**config.mk**
```make
export PLATFORM = sky130hd
export DESIGN_NAME = clock_button_decoder
export DESIGN_NICKNAME = d
export VERILOG_FILES = /design/src/rtl/common_pkg.sv /design/src/rtl/button_press_detector.sv /design/src/rtl/clock_button_decoder.sv
export SDC_FILE = /design/constraint.sdc
export NUM_CORES = 1
export LEC_CHECK = 0
export ABC_CLOCK_PERIOD_IN_PS = 1500
export CAP_MARGIN = 20
export CORE_MARGIN = 8
export CORE_UTILIZATION = 50
export DETAILED_ROUTE_END_ITERATION = 6
export PLACE_DENSITY = 0.84
export SETUP_SLACK_MARGIN = 0.4
export SLEW_MARGIN = 25
export SYNTH_ARGS = -nofsm -noshare
export SYNTH_HDL_FRONTEND = slang
export SYNTH_SLANG_ARGS = --single-unit
```
**constraint.sdc**
```tcl
create_clock -name i_clk -period 1.5 [get_ports i_clk]
set_clock_uncertainty 0.05 [all_clocks]
set_input_delay 0.225 -clock i_clk [delete_from_list [all_inputs] [get_ports i_clk]]
set_output_delay 0.225 -clock i_clk [all_outputs]
set_load 0.005 [all_outputs]
```
**src/rtl/common_pkg.sv**
```systemverilog
// Shared types for the clock UI path: command pulses, UI modes and
// millisecond-to-tick conversion.
package common_pkg;

  typedef struct packed {
    logic set_time;
    logic set_alarm;
    logic toggle_alarm;
    logic left;
    logic up;
    logic display_time;
  } clock_op_t;

  typedef enum logic [1:0] {
    UI_DISPLAY   = 2'b00,
    UI_SET_TIME  = 2'b01,
    UI_SET_ALARM = 2'b10
  } ui_mode_t;

  typedef enum logic [1:0] {
    BP_IDLE  = 2'b00,
    BP_PRESS = 2'b01,
    BP_HELD  = 2'b10
  } bp_state_t;

  // A duration that rounds below one tick still takes one tick.
  function automatic int ms_to_ticks(input int ms, input int freq);
    longint t;
    t = (longint'(ms) * longint'(freq)) / 64'sd1000;
    return (t < 64'sd1) ? 1 : int'(t);
  endfunction

  function automatic int max3(input int a, input int b, input int c);
    int m;
    m = (a > b) ? a : b;
    return (m > c) ? m : c;
  endfunction

endpackage

```
**src/rtl/button_press_detector.sv**
```systemverilog
// One push-button: 2-FF sync, debounce, arm-on-release, and the
// short / long / auto-repeat press classifier.
module button_press_detector
  import common_pkg::*;
#(
  parameter int DEBOUNCE_TICKS   = 1,
  parameter int LONG_PRESS_TICKS = 2,
  parameter int REPEAT_TICKS     = 1,
  parameter int BTN_ACTIVE_LOW   = 1
) (
  input  logic i_clk,
  input  logic i_rst,
  input  logic i_btn,
  output logic o_pressed,
  output logic o_short,
  output logic o_long,
  output logic o_repeat
);

  localparam int CW = $clog2(max3(DEBOUNCE_TICKS, LONG_PRESS_TICKS, REPEAT_TICKS) + 1);
  localparam logic PAD_PRESSED = (BTN_ACTIVE_LOW != 0) ? 1'b0 : 1'b1;
  localparam logic [CW-1:0] DEB_LAST  = CW'(DEBOUNCE_TICKS - 1);
  localparam logic [CW-1:0] LONG_LAST = CW'(LONG_PRESS_TICKS - 1);
  localparam logic [CW-1:0] REP_LAST  = CW'(REPEAT_TICKS - 1);

  logic          sync1_q, sync2_q, sample;
  logic          deb_q, deb_d, armed_q, armed_d;
  logic [CW-1:0] deb_cnt_q, deb_cnt_d, hold_q, hold_d, rep_q, rep_d;
  bp_state_t     st_q, st_d;

  // Sync and debounce start from "pressed" so a button held through reset
  // never produces the release that arms the detector.
  always_ff @(posedge i_clk or posedge i_rst) begin
    if (i_rst) begin
      sync1_q   <= PAD_PRESSED;
      sync2_q   <= PAD_PRESSED;
      deb_q     <= 1'b1;
      deb_cnt_q <= '0;
      armed_q   <= 1'b0;
      st_q      <= BP_IDLE;
      hold_q    <= '0;
      rep_q     <= '0;
    end else begin
      sync1_q   <= i_btn;
      sync2_q   <= sync1_q;
      deb_q     <= deb_d;
      deb_cnt_q <= deb_cnt_d;
      armed_q   <= armed_d;
      st_q      <= st_d;
      hold_q    <= hold_d;
      rep_q     <= rep_d;
    end
  end

  assign sample = (sync2_q == PAD_PRESSED);

  always_comb begin
    deb_d     = deb_q;
    deb_cnt_d = '0;
    armed_d   = armed_q;
    if (sample != deb_q) begin
      if (deb_cnt_q == DEB_LAST) begin
        deb_d = sample;
        if (!sample) armed_d = 1'b1;
      end else begin
        deb_cnt_d = deb_cnt_q + CW'(1);
      end
    end
  end

  always_comb begin
    st_d     = st_q;
    hold_d   = hold_q;
    rep_d    = rep_q;
    o_short  = 1'b0;
    o_long   = 1'b0;
    o_repeat = 1'b0;
    case (st_q)
      BP_IDLE: begin
        if (armed_q && deb_q) begin
          st_d   = BP_PRESS;
          hold_d = '0;
        end
      end
      BP_PRESS: begin
        if (!deb_q) begin
          o_short = 1'b1;
          st_d    = BP_IDLE;
        end else if (hold_q == LONG_LAST) begin
          o_long = 1'b1;
          st_d   = BP_HELD;
          rep_d  = '0;
        end else begin
          hold_d = hold_q + CW'(1);
        end
      end
      BP_HELD: begin
        if (!deb_q) begin
          st_d = BP_IDLE;
        end else if (rep_q == REP_LAST) begin
          o_repeat = 1'b1;
          rep_d    = '0;
        end else begin
          rep_d = rep_q + CW'(1);
        end
      end
      default: st_d = BP_IDLE;
    endcase
  end

  assign o_pressed = deb_q & armed_q;

endmodule

```
**src/rtl/clock_button_decoder.sv**
```systemverilog
// Two-button UI front end: per-button gestures plus UI mode become
// registered one-cycle clock_op_t command pulses.
module clock_button_decoder
  import common_pkg::*;
#(
  parameter int CLOCK_FREQUENCY = 2,
  parameter int DEBOUNCE_MS     = 20,
  parameter int LONG_PRESS_MS   = 1000,
  parameter int REPEAT_MS       = 200,
  parameter int BTN_ACTIVE_LOW  = 1
) (
  input  logic      i_clk,
  input  logic      i_rst,
  input  logic      i_btn_a,
  input  logic      i_btn_b,
  output clock_op_t o_clock_control,
  output ui_mode_t  o_mode
);

  localparam int DEB_T  = ms_to_ticks(DEBOUNCE_MS, CLOCK_FREQUENCY);
  localparam int LONG_T = ms_to_ticks(LONG_PRESS_MS, CLOCK_FREQUENCY);
  localparam int REP_T  = ms_to_ticks(REPEAT_MS, CLOCK_FREQUENCY);

  logic      a_p, a_short, a_long, a_rep;
  logic      b_p, b_short, b_long, b_rep;
  logic      chord_q, chord_d, both, a_evt, b_evt;
  clock_op_t op_q, op_d;
  ui_mode_t  mode_q, mode_d;

  button_press_detector #(
    .DEBOUNCE_TICKS(DEB_T), .LONG_PRESS_TICKS(LONG_T),
    .REPEAT_TICKS(REP_T), .BTN_ACTIVE_LOW(BTN_ACTIVE_LOW)
  ) u_btn_a (
    .i_clk(i_clk), .i_rst(i_rst), .i_btn(i_btn_a),
    .o_pressed(a_p), .o_short(a_short), .o_long(a_long), .o_repeat(a_rep)
  );

  button_press_detector #(
    .DEBOUNCE_TICKS(DEB_T), .LONG_PRESS_TICKS(LONG_T),
    .REPEAT_TICKS(REP_T), .BTN_ACTIVE_LOW(BTN_ACTIVE_LOW)
  ) u_btn_b (
    .i_clk(i_clk), .i_rst(i_rst), .i_btn(i_btn_b),
    .o_pressed(b_p), .o_short(b_short), .o_long(b_long), .o_repeat(b_rep)
  );

  assign both  = a_p & b_p;
  assign a_evt = a_short | a_long | a_rep;
  assign b_evt = b_short | b_long | b_rep;

  always_comb begin
    op_d    = '0;
    mode_d  = mode_q;
    chord_d = chord_q;
    if (both) begin
      chord_d = 1'b1;
    end else if (chord_q && !a_p && !b_p) begin
      chord_d          = 1'b0;
      op_d.display_time = 1'b1;
      mode_d           = UI_DISPLAY;
    end
    // Any A event takes the slot; a simultaneous B event is dropped.
    if (!(chord_q || both)) begin
      if (a_evt) begin
        if (mode_q == UI_DISPLAY) begin
          if (a_long) begin
            op_d.set_time = 1'b1;
            mode_d        = UI_SET_TIME;
          end
        end else if (a_short) begin
          op_d.left = 1'b1;
        end else if (a_long) begin
          op_d.display_time = 1'b1;
          mode_d            = UI_DISPLAY;
        end
      end else if (b_evt) begin
        if (mode_q == UI_DISPLAY) begin
          if (b_long) begin
            op_d.set_alarm = 1'b1;
            mode_d         = UI_SET_ALARM;
          end else if (b_short) begin
            op_d.toggle_alarm = 1'b1;
          end
        end else begin
          op_d.up = 1'b1;
        end
      end
    end
  end

  always_ff @(posedge i_clk or posedge i_rst) begin
    if (i_rst) begin
      op_q    <= '0;
      mode_q  <= UI_DISPLAY;
      chord_q <= 1'b0;
    end else begin
      op_q    <= op_d;
      mode_q  <= mode_d;
      chord_q <= chord_d;
    end
  end

  assign o_clock_control = op_q;
  assign o_mode          = mode_q;

endmodule

```
==> metrics.csv, run 1 <==
stage;metric;value;unit
timing;count of endpoints failing hold in the final timing report;0;
finish;ratio of cells with drive above 1 in the final layout;44.4;%
clocking;clock latency at the later pin of the worst-skew pair;0.32;ns
synthesis;cell types with the largest area share after synthesis;sky130_fd_sc_hd__dfrtp_1 52%, sky130_fd_sc_hd__ha_1 8.4%, sky130_fd_sc_hd__dfstp_2 3.5%;
synthesis;Netlist Area Pre-Place;1490;um^2
power_and_ir_drop;standby leakage power;0.928;nW
timing;Final min period;1.46;ns
synthesis;Mapped Nets;136;
floorplanning;top-level I/O count;12;
routing;final wirelength;3020;um
routing;post-route DRC violation count;0;
power_and_ir_drop;power per standard cell area;1290;nW/um^2
routing;DRC marker count from the first detailed-route iteration;34;
timing;count of endpoints failing setup in the final report;0;
clocking;TritonCTS clock tree;done;
power_and_ir_drop;Peak VDD IR;927;uV
routing;Initial DRT Pass Iterations;5;
synthesis;Synth Warn #;0;
floorplanning;starting density of the core;50.5;%
critical_path;crit path launch type;flop;
floorplanning;Chip Width;70.6;um
routing;routed via count divided by cell count;5.30;
synthesis;fraction of registers with async set or reset after synthesis;100;%
synthesis;Yosys top cell by area;sky130_fd_sc_hd__dfrtp_1;
finish;final instance count without filler cells;195;
run_status;outcome;completed;
synthesis;Post-synth EDFFs;0;
timing;setup repair after global routing missed its margin;yes;
critical_path;Buffers & Inverters on Critical Path;0;
placed_design;placed standard-cell area;1720;um^2
routing;routed length per instance;15.5;um
critical_path;type of element capturing the critical path;flop;
clocking;number of levels in the clock H-tree;2;
global_route;global-route wire length before repair;5060;um
global_route;number of global-route vias before repair;1128;
finish;Finished Cell Area;2020;um^2
critical_path;chain of cells forming the critical path;nor2b_4, o21ai_2, a21oi_2, mux2_4;
global_route;Overflow after GRT;0;
global_route;pin count of the biggest net entering global routing;34;
critical_path;crit-path max cell delay;0.57;ns
timing;relative max-transition margin;78.7;%
routing;ANT nets after route;0;
floorplanning;Placeable Area;2950;um^2
floorplanning;Die Area;4990;um^2
synthesis;Unique masters post-synth;40;
placed_design;HPWL Detailed;1720;um
critical_path;Max FO, Critical Path;3;
routing;total via count after detailed routing;1034;
synthesis;synthesized area per cell;12.2;um^2
placed_design;GP Congestion;0.797;
timing;FMAX;0.686;GHz
critical_path;slowest cell on the critical path;sky130_fd_sc_hd__dfstp_2;
finish;Layout area overhead;35.3;%
timing;max-slew violation count;0;
finish;filler cell count;203;
critical_path;cell family with the largest share of critical-path delay;flip-flops;
global_route;antenna violations before repair;0;
finish;ANT cells;0;
placed_design;count of placed standard cells including taps;169;
clocking;maximum root-to-sink buffer count;2;
critical_path;worst reg-to-reg path cell count;4;
synthesis;flip-flop and latch count after synthesis;33;
timing;Total Negative Setup Slacks;0;ns
critical_path;data arrival time of the critical path;1.61;ns
timing;Final Cycle Share;97.2;%
clocking;root buffer selected by CTS;sky130_fd_sc_hd__clkbuf_4;
critical_path;reg-to-reg endpoint;u_btn_a.hold_q[1]$_DFFE_PP0P_;
critical_path;worst reg2reg setup slack;0.04;ns
clocking;number of clock buffers inserted by TritonCTS;5;
finish;fin nets;175;
clocking;CTS clk-pin slew, worst paths;0.10;ns
placed_design;number of port buffers;11;
critical_path;WP data required;1.66;ns
power_and_ir_drop;total power;0.00261;W
flow_run;Max-Cap Viols;0;
floorplanning;number of cell rows;20;
synthesis;portion of synthesized cell area occupied by the leading cell type;52.0;%
critical_path;worst flop-to-flop path startpoint;u_btn_a.deb_q$_DFFE_PP1P_;
critical_path;critical setup path kind;reg -> reg;
global_route;global-route total usage across every layer;12.9;%
floorplanning;Die Height;70.6;um
min_path;worst min-delay path class;in -> async;
clocking;total number of clock tree sinks;33;
synthesis;prevailing post-synth register cell;sky130_fd_sc_hd__dfrtp_1;
synthesis;number of standard cells after synthesis;122;
synthesis;part of the Yosys area used for sequential elements;55.5;%
timing;Worst Tran Pin Value;0.320;ns
worst reg2reg max path: cells and delay by family (launching register included):
kind	cells	cell delay (ns)
AO/OA/AOI/OAI	2	0.24
flip-flops	1	0.57
multiplexers	1	0.32
AND/OR/NAND/NOR	1	0.18
report_power, final:
group	switching [W]	leakage, nW	total [W]	internal [W]
Clock	0.000270	0.0265	0.000457	0.000187
Sequential	0.000128	0.421	0.00114	0.00101
Combinational	0.000462	0.480	0.00102	0.000559
Total	0.000860	0.928	0.00261	0.00175
registers in the layout (all words and copies together) (netlist names), 2 cells and up:
register / flops
o_clock_control: 6
o_mode: 2
u_btn_a.deb_cnt_q: 2
u_btn_a.hold_q: 2
u_btn_a.rep_q: 2
u_btn_a.st_q: 2
u_btn_b.deb_cnt_q: 2
u_btn_b.hold_q: 2
u_btn_b.rep_q: 2
u_btn_b.st_q: 2
synth_stat cells, types with 3 or more instances:
master	count
sky130_fd_sc_hd__o21ai_0	7
sky130_fd_sc_hd__a21oi_1	4
sky130_fd_sc_hd__inv_1	14
sky130_fd_sc_hd__nand2_1	3
sky130_fd_sc_hd__nand3_1	5
sky130_fd_sc_hd__dfrtp_1	31
sky130_fd_sc_hd__nor2_1	5
sky130_fd_sc_hd__ha_1	10
sky130_fd_sc_hd__and2_1	5
layer usage:
| layer | share of wire [%] | vias up | GRT usage (%) |
|---|---|---|---|
| li1 | - | 495 | - |
| met1 | 41 | 512 | 13.3 |
| met2 | 54 | 21 | 23.8 |
| met3 | 3.7 | 6 | 4.10 |
| met4 | 1.2 | 0 | 4.85 |
| met5 | 0 | - | 0 |
final cells by class:
cell class	count	area, um^2	area share, %
clock buffer	8	48.8	2.42
inverter	14	52.6	2.60
multi-input combinational	73	747	37.0
sequential	33	831	41.2
tap	33	41.3	2.05
timing repair buffer	34	298	14.8
stage by stage:
| stage | worst slack, ns | hold slack [ns] | utilization [%] |
|---|---|---|---|
| 2_1_floorplan | 0.133 | 0.206 | - |
| 3_3_place_gp | 0.101 | 0.283 | 58.3 |
| 3_5_place_dp | 0.0656 | 0.287 | 58.3 |
| 4_1_cts | 0.0966 | 0.202 | 65.0 |
| 5_1_grt | -0.0184 | 0.199 | 68.3 |
| 6_report | 0.0424 | 0.196 | 68.3 |
cell usage in the layout (no fill, tap or decap), drive strengths merged, types with 2 or more instances in the layout:
| cell type | synthesis | layout |
|---|---|---|
| nand2 | 3 | 3 |
| and2 | 5 | 5 |
| dfrtp | 31 | 31 |
| and2b | 2 | 2 |
| dfstp | 2 | 2 |
| buf | 2 | 31 |
| a31o | 3 | 3 |
| inv | 14 | 14 |
| a21oi | 4 | 4 |
| nor3 | 3 | 3 |
| o21ai | 9 | 9 |
| clkbuf | 0 | 8 |
| nor2 | 5 | 5 |
| nand3 | 5 | 5 |
| xnor2 | 2 | 2 |
| and3b | 2 | 2 |
| nor2b | 3 | 3 |
| clkdlybuf4s50 | 0 | 3 |
| ha | 10 | 10 |
worst max-delay path by stage:
| stage | from | to | cells after the start | slack [ns] |
|---|---|---|---|---|
| after floorplan | u_btn_a.hold_q[1]$_DFFE_PP0P_ | o_mode[1]$_DFF_PP0_ | 6 | 0.13 |
| after global placement | u_btn_a.hold_q[1]$_DFFE_PP0P_ | o_mode[1]$_DFF_PP0_ | 6 | 0.10 |
| after detailed placement | u_btn_a.hold_q[1]$_DFFE_PP0P_ | o_mode[1]$_DFF_PP0_ | 6 | 0.07 |
| after CTS | u_btn_a.hold_q[1]$_DFFE_PP0P_ | o_mode[1]$_DFF_PP0_ | 6 | 0.1 |
| after global routing | u_btn_a.deb_q$_DFFE_PP1P_ | u_btn_a.hold_q[1]$_DFFE_PP0P_ | 4 | -0.02 |
| final | u_btn_a.deb_q$_DFFE_PP1P_ | u_btn_a.hold_q[1]$_DFFE_PP0P_ | 4 | 0.04 |
what timing repair did:
item / CTS / global route
gates resized for setup: 43 / 20
buffers inserted: 14 / 4
cloned: 0 / 0
pin swaps: 11 / 4
hold buffers: 0 / 0
hold endpoints to repair: 0 / 0
endpoints found under the setup margin: 30 / 34
kinds of logic (layout without fill, tap and decap cells):
logic type,Yosys count,in the layout,synth area share (%)
compound gates,25,25,13.4
xor+xnor,2,2,1.17
fa+ha+maj,10,10,8.39
buf+inv,16,56,5.03
flops,33,33,55.5
mux,2,2,1.43
simple gates,34,34,15.0
No activity file was read; power rests on OpenSTA's default activity.
==> run 2, diff against run 1 <==
Settings changed: CAP_MARGIN 20 to 0, MAX_ROUTING_LAYER from default to met4.
==> run 2 against run 1 <==
Final cell count stayed put. Wire length decreased by 0.23%. Count of clock-buffer cells in the layout unchanged. Critical path depth unchanged. Critical path type unchanged. Core utilization unchanged. Worst setup slack got worse by 0.0047 ns.
==> metrics.csv, run 2 (same netlist as run 1, synthesis figures left out) <==
stage;metric;value;unit
floorplanning;Die Height;70.6;um
routing;post-route DRC violation count;0;
timing;Worst Tran Pin Value;0.321;ns
clocking;clock latency at the later pin of the worst-skew pair;0.31;ns
timing;final hold slack;0.199;ns
finish;Finished Cell Area;2020;um^2
power_and_ir_drop;register share of total power;43.5;%
critical_path;critical setup path kind;reg -> reg;
placed_design;HPWL Detailed;1720;um
critical_path;worst reg2reg setup slack;0.04;ns
timing;setup repair after global routing missed its margin;yes;
global_route;pin count of the biggest net entering global routing;34;
floorplanning;top-level I/O count;12;
timing;max-slew violation count;0;
routing;total via count after detailed routing;1026;
placed_design;GP Congestion;0.808;
min_path;worst min-delay path class;in -> async;
clocking;number of levels in the clock H-tree;2;
timing;count of endpoints failing setup in the final report;0;
finish;Layout area overhead;35.3;%
timing;Final min period;1.46;ns
routing;final wirelength;3010;um
power_and_ir_drop;standby leakage power;0.928;nW
timing;Total Negative Setup Slacks;0;ns
floorplanning;Placeable Area;2950;um^2
finish;fin nets;175;
clocking;Post-CTS Hold Fix Bufs;0;
power_and_ir_drop;Peak VDD IR;928;uV
critical_path;Max FO, Critical Path;3;
routing;DRC marker count from the first detailed-route iteration;27;
critical_path;worst reg-to-reg path cell count;4;
clocking;maximum root-to-sink buffer count;2;
clocking;TritonCTS clock tree;done;
critical_path;reg-to-reg endpoint;u_btn_a.hold_q[1]$_DFFE_PP0P_;
floorplanning;number of cell rows;20;
placed_design;count of placed standard cells including taps;169;
power_and_ir_drop;internal portion of total power;0.00175;W
critical_path;data arrival time of the critical path;1.61;ns
timing;relative max-transition margin;78.6;%
power_and_ir_drop;share of total power consumed by net switching;32.9;%
floorplanning;Die Area;4990;um^2
placed_design;number of port buffers;11;
flow_run;Max-Cap Viols;0;
floorplanning;Chip Width;70.6;um
finish;final instance count without filler cells;195;
critical_path;type of element capturing the critical path;flop;
finish;number of flip-flops under the largest register name;6;
global_route;global-route total usage across every layer;13.4;%
critical_path;crit path launch type;flop;
power_and_ir_drop;part of the power in combinational logic;39.1;%
clocking;number of clock buffers inserted by TritonCTS;5;
clocking;total number of clock tree sinks;33;
critical_path;worst flop-to-flop path startpoint;u_btn_a.deb_q$_DFFE_PP1P_;
finish;highest-count cells in the layout ignoring fill and taps;29 x sky130_fd_sc_hd__dfrtp_1, 13 x sky130_fd_sc_hd__buf_4, 11 x sky130_fd_sc_hd__inv_1;
run_status;outcome;completed;
timing;FMAX;0.684;GHz
critical_path;chain of cells forming the critical path;nor2b_4, o21ai_2, a21oi_2, mux2_4;
global_route;number of global-route vias before repair;1122;
finish;ANT cells;0;
global_route;global-route wire length before repair;5060;um
critical_path;WP data required;1.65;ns
routing;routed length per instance;15.4;um
routing;Initial DRT Pass Iterations;3;
clocking;CTS clk-pin slew, worst paths;0.10;ns
critical_path;crit-path max cell delay;0.57;ns
timing;count of endpoints failing hold in the final timing report;0;
timing;Final Cycle Share;97.5;%
clocking;root buffer selected by CTS;sky130_fd_sc_hd__clkbuf_4;
power_and_ir_drop;power per standard cell area;1290;nW/um^2
finish;ratio of cells with drive above 1 in the final layout;44.4;%
finish;leading cell type in the layout, fill and taps excluded;sky130_fd_sc_hd__dfrtp_1;
routing;ANT nets after route;0;
placed_design;placed standard-cell area;1720;um^2
floorplanning;starting density of the core;50.5;%
power_and_ir_drop;Clock Power Share;17.4;%
global_route;antenna violations before repair;0;
critical_path;slowest cell on the critical path;sky130_fd_sc_hd__dfstp_2;
power_and_ir_drop;reported net switching power;0.000860;W
routing;routed via count divided by cell count;5.26;
global_route;Overflow after GRT;0;
-- run 2: cell counts in the layout (fill, tap and decap cells not counted) --
No cell type changed its count.
-- run 2: metal layers --
metal	wire, um	part of all wire (%)	global-route usage, %	vias up
met4	34	1.1	4.85	0
met5	0	0	-	-
met2	1620	54	23.9	17
met1	1250	41	13.1	508
li1	-	-	-	495
met3	105	3.5	4.52	6
-- run 2: worst max-delay path, delay by kind of cell, from the launching register on --
kind / cells / cell delay [ns]
AO/OA/AOI/OAI: 2 / 0.24
flip-flops: 1 / 0.57
multiplexers: 1 / 0.32
AND/OR/NAND/NOR: 1 / 0.18
-- run 2: per-stage QoR --
stage	setup WS (ns)	utilization [%]	total power (W)
4_1_cts	0.0966	65.0	0.00247
2_1_floorplan	0.133	-	0.00159
3_3_place_gp	0.101	58.3	0.00175
5_1_grt	-0.0184	68.3	0.00277
3_5_place_dp	0.0656	58.3	0.00179
6_report	0.0378	68.3	0.00261
-- run 2: worst max path at each step --
stage                                             start                             to  slack [ns]  cells after the start
after floorplan           u_btn_a.hold_q[1]$_DFFE_PP0P_            o_mode[1]$_DFF_PP0_        0.13                      6
after global placement    u_btn_a.hold_q[1]$_DFFE_PP0P_            o_mode[1]$_DFF_PP0_        0.10                      6
after detailed placement  u_btn_a.hold_q[1]$_DFFE_PP0P_            o_mode[1]$_DFF_PP0_        0.07                      6
after CTS                 u_btn_a.hold_q[1]$_DFFE_PP0P_            o_mode[1]$_DFF_PP0_         0.1                      6
after global routing          u_btn_a.deb_q$_DFFE_PP1P_  u_btn_a.hold_q[1]$_DFFE_PP0P_       -0.02                      4
final                         u_btn_a.deb_q$_DFFE_PP1P_  u_btn_a.hold_q[1]$_DFFE_PP0P_        0.04                      4
-- run 2: power by group through the flow --
stage                     Clock (W)  Sequential, W  Combinational, W
after global routing       0.000520        0.00114           0.00111
after detailed placement          0        0.00115          0.000635
after global placement            0        0.00114          0.000610
after CTS                  0.000462        0.00112          0.000885
final                      0.000456        0.00114           0.00102
after floorplan                   0        0.00113          0.000457
-- run 2: area by class of cell --
class                      instances  area [um^2]
clock buffer                       8         48.8
tap                               33         41.3
sequential                        33          831
multi-input combinational         73          747
inverter                          14         52.6
timing repair buffer              34          298
fill                             203          935
-- run 2: what timing repair did --
action                                  in CTS  in global routing
pin swaps                                   11                  4
endpoints found under the hold margin        0                  0
buffers inserted                            14                  4
resized for setup                           43                 20
endpoints found under the setup margin      30                 34
